`config.mk`:
```
export PLATFORM = sky130hd
export DESIGN_NAME = serial_add_eight
export DESIGN_NICKNAME = d
export VERILOG_FILES = /design/src/rtl/serial_add_eight.sv
export SDC_FILE = /design/constraint.sdc
export NUM_CORES = 1
export LEC_CHECK = 0
export BUFFER_PORTS_ARGS = -buffer_cell sky130_fd_sc_hd__buf_2
export CAP_MARGIN = 20
export CORE_MARGIN = 2
export CORE_UTILIZATION = 56
export DETAILED_ROUTE_END_ITERATION = 6
export PLACE_DENSITY = 0.84
export SLEW_MARGIN = 20
export SYNTH_ARGS = -nofsm -noshare
export SYNTH_HDL_FRONTEND = slang
export SYNTH_SLANG_ARGS = --single-unit
```
`constraint.sdc`:
```
create_clock -name clk -period 2.3 [get_ports clk]
set_input_delay 0.345 -clock clk [delete_from_list [all_inputs] [get_ports clk]]
set_output_delay 0.345 -clock clk [all_outputs]
set_load 0.03 [all_outputs]
```
`src/rtl/serial_add_eight.sv`:
```
// serial_add_eight: bit-serial adder, one bit per clock LSB first; ports clk, rst, start, dIn0, dIn1, cIn, enable -> busy, done, cOut, dOut (+ovf when SERIAL_ADD_OVF_EN is defined)
module serial_add_eight #(
  parameter int WIDTH = 8
) (
  input  logic             clk,
  input  logic             rst,
  input  logic             start,
  input  logic [WIDTH-1:0] dIn0,
  input  logic [WIDTH-1:0] dIn1,
  input  logic             cIn,
  input  logic             enable,
  output logic             busy,
  output logic             done,
  output logic             cOut,
`ifdef SERIAL_ADD_OVF_EN
  output logic             ovf,
`endif
  output logic [WIDTH-1:0] dOut
);
  localparam int CW = $clog2(WIDTH) + 1;
  typedef enum logic [1:0] {IDLE, RUN, DONE} state_t;
  state_t state, state_nx;
  logic [WIDTH-1:0] sh_a, sh_b, result;
  logic [CW-1:0] cnt;
  logic carry, s, c_nx, last;
  always_comb begin
    s = sh_a[0] ^ sh_b[0] ^ carry;
    c_nx = (sh_a[0] & sh_b[0]) | (sh_a[0] & carry) | (sh_b[0] & carry);
    last = cnt == CW'(WIDTH - 1);
    state_nx = (state == IDLE && start) ? RUN :
               (state == RUN && last)   ? DONE :
               (state == DONE)          ? IDLE : state;
    busy = state == RUN;
    done = state == DONE;
    dOut = result & {WIDTH{enable}};
  end
  always_ff @(posedge clk) state <= rst ? IDLE : state_nx;
  always_ff @(posedge clk) begin
    if (rst) begin
      sh_a <= '0;
      sh_b <= '0;
      result <= '0;
      carry <= 1'b0;
      cnt <= '0;
      cOut <= 1'b0;
`ifdef SERIAL_ADD_OVF_EN
      ovf <= 1'b0;
`endif
    end else if (state == IDLE && start) begin
      sh_a <= dIn0;
      sh_b <= dIn1;
      carry <= cIn;
      cnt <= '0;
    end else if (state == RUN) begin
      sh_a <= sh_a >> 1;
      sh_b <= sh_b >> 1;
      carry <= c_nx;
      result <= {s, result[WIDTH-1:1]};
      cnt <= cnt + CW'(1);
      if (last) begin
        cOut <= c_nx;
`ifdef SERIAL_ADD_OVF_EN
        // on the MSB step, carry holds the carry into the MSB
        ovf <= carry ^ c_nx;
`endif
      end
    end
  end
endmodule

```
==> key figures <==
Route
  – Vias per cell: 5.50
  – WL/cell: 11.9 µm
  – Routed WL: 2.69 mm
  – Via Count: 1243
  – Drt first-iter violations: 19
  – Drt drc: 0
  – Final antenna-violating net count: 0
  – Drt pass-1 iters: 4

STA
  – Fin. Hold Viols: 0
  – F_max: 553 MHz
  – Fin Setup TNS: 0 ns
  – Worst Skew: 0.00702 ns
  – Min cycle time layout: 1.81 ns
  – Normalized max-slew margin: 62.3%
  – RSZ-0062 raised after global routing: false
  – Min Hold Slack: 0.243 ns
  – Final Cycle Share: 78.6%
  – Worst Tran Pin Value: 0.566 ns
  – Final setup fails: 0
  – Fin. max-slew vios: 0

Yosys
  – Synth warnings: 0
  – Syn Inst Count: 169
  – Post-synthesis sequential area ratio: 45.6%
  – Yosys reg bits: 32
  – Syn Nets: 192
  – Syn_area_per_cell: 8.32 µm²
  – Synthesized area: 1410 µm²
  – Cell variety after synth: 34

Clock network
  – H-tree depth: 2
  – Postcts setup bufs: 0
  – Root Driver: clkbuf_4
  – CTS clk-pin slew, worst paths: 0.09 ns
  – Hold-fix buffers, CTS: 0
  – CTS tree: yes
  – Clk_lat worst skew: 0.33 ns
  – Num CTS Buffers: 5
  – CTS sink count: 32
  – Max Root-Sink Buffers: 2
  – CTS resizes: 0

Outcome
  – Status: complete, no violations

Pwr
  – Max VDD drop: 0.000470 V
  – Power density over the cells: 704 nW/µm²
  – Comb pwr share: 14.1%
  – Sw Share: 27.1%
  – Net switching power: 307 µW
  – Internal power: 825 µW
  – Sequential power share: 54.3%
  – Leak Pwr: 0.670 nW
  – Post-layout power: 1.13 mW
  – Clock group share of total power: 31.6%

Worst hold path
  – HP Class: in -> reg
  – Min-delay src: dIn0[7]

Placement
  – Post-Place Cells: 219
  – DPL Wire Length: 1.88 mm
  – IO buf count: 31
  – Gpl congestion: 0.707

Global routing
  – First-pass GRT wire length: 4.35 mm
  – Vias in the first global route: 1006
  – Initial antenna violation count: 0
  – GRT Util Overall: 21.3%
  – Largest net degree at the start of global routing: 34
  – Total grt overflow: 0

Final layout
  – Layout area overhead: 14.3%
  – Final Util: 66.1%
  – Share of layout cells above drive strength 1: 23.0%
  – Layout Cells excl Fill: 226
  – # diodes: 0
  – Fin nets: 219

Setup path
  – Top cell family by delay on the critical path: flip-flops
  – FF-to-FF setup slack: 0.79 ns
  – CP Capture Type: output port
  – Worst stage delay on the critical path: 0.48 ns
  – R2r startpoint: state[0]$_SDFFE_PP0P_
  – Worst Setup SP: state[0]$_SDFFE_PP0P_
  – CP bufs+invs: 2
  – CP required: 1.96 ns
  – Startpoint class of the critical path: flop
  – Critical setup path kind: reg -> out
  – CP cell instances: nand2b_2, inv_2, buf_2
  – Crit path DAT: 1.46 ns
  – Slowest CP cell: dfxtp_1
  – Peak fanout along the critical path: 12

Die
  – Rows: 18
  – Initial Utilization: 57.8%
  – Core region area: 2430 µm²
  – Die height: 54.1 µm
  – Die Wd: 54.1 µm
  – I/O pin count: 32
  – DIE AREA: 2930 µm²

Flow run
  – Max-cap violations: 0
==> metrics by stage <==
step	cell area [µm²]	setup slack [ns]
after floorplan	1410	1.01
after global placement	1540	0.847
after detailed placement	1540	0.825
after CTS	1610	0.483
after global routing	1610	0.371
final	1610	0.493
==> power groups by stage <==
stage	Clock (mW)	Combinational, mW	Sequential (mW)
floorplan	0	0.128	0.621
global placement	0	0.154	0.625
detailed placement	0	0.159	0.628
CTS	0.361	0.161	0.615
global route	0.383	0.180	0.620
finish	0.357	0.160	0.615
==> cell usage in the layout (no fill, tap or decap), types with 2 or more instances in the layout <==
cell type and instances:
nor2_1 18, mux2i_1 2, clkbuf_4 5, buf_2 31, clkbuf_8 2, nand2_1 46
a22oi_1 2, a21oi_1 9, a311oi_1 15, and2_1 8, nor3_1 3, nand2b_1 2
dfxtp_1 32
==> sequential cells by signal, indices dropped and copies added (netlist names) <==
name	count
result	8
sh_a	8
sh_b	8
cnt	4
state	2
cOut	1
carry	1
==> metal layers <==
layer  track usage (%)  share of wire, %  up-vias  wire length (µm)
met2              34.8                49       25              1310
met4              7.50               1.2        0                33
met3              7.50               5.5        6               148
met1              25.9                44      580              1190
li1                  -                 -      632                 -
met5                 0                 0        -                 0
==> cell type report <==
type / count / area [µm²]
Clock buffer: 7 / 65.1
Fill cell: 213 / 825
Inverter: 1 / 3.75
Multi-Input combinational cell: 124 / 698
Sequential cell: 32 / 641
Tap cell: 30 / 37.5
Timing Repair Buffer: 32 / 163
==> cell usage after synthesis <==
cell type / instances / area (µm²)
dfxtp_1: 32 / 641
or3b_1: 1 / 8.76
nand2b_2: 1 / 8.76
nor3b_2: 1 / 12.5
a311oi_1: 15 / 131
nor2b_1: 1 / 6.26
buf_6: 1 / 11.3
or3_1: 1 / 6.26
xor2_1: 1 / 8.76
a211oi_2: 1 / 12.5
inv_2: 1 / 3.75
xnor2_1: 1 / 8.76
nand3_1: 1 / 5.00
o21ai_1: 1 / 5.00
fa_1: 1 / 20.0
buf_4: 1 / 7.51
nand3b_1: 1 / 7.51
a22oi_1: 2 / 15.0
clkbuf_1: 4 / 15.0
nand2b_1: 2 / 12.5
and2_1: 8 / 50.1
o22ai_1: 1 / 6.26
buf_2: 6 / 30.0
and2b_2: 1 / 8.76
nand2_1: 46 / 173
nor3_1: 3 / 15.0
a21oi_1: 9 / 45.0
nor2_1: 18 / 67.6
o21bai_1: 1 / 7.51
or2b_1: 1 / 7.51
mux2i_1: 2 / 20.0
and3_1: 1 / 6.26
ha_1: 1 / 12.5
o21ba_2: 1 / 10.0
==> worst min-delay path, cell delays in order <==
cell,delay [ns]
buf_2,0.07
a22oi_1,0.05
nor2_1,0.07
==> path summary, 6_finish.rpt <==
check                                              end  cells after the start
worst min register to register  result[0]$_SDFFE_PP0P_                      2
worst min-delay path              sh_a[7]$_SDFFE_PP0P_                      3
worst max-delay path                              busy                      3
worst max register to register    sh_b[5]$_SDFFE_PP0P_                      3
==> logic make-up after synthesis <==
logic type / after synthesis / share of synthesized area, %
compound gates: 31 / 16.5
mux: 2 / 1.42
fa+ha+maj: 2 / 2.31
xor+xnor: 2 / 1.25
flops: 32 / 45.6
buf+inv: 13 / 4.80
simple gates: 87 / 28.1
Note: power is estimated with default switching activity, not from simulation.
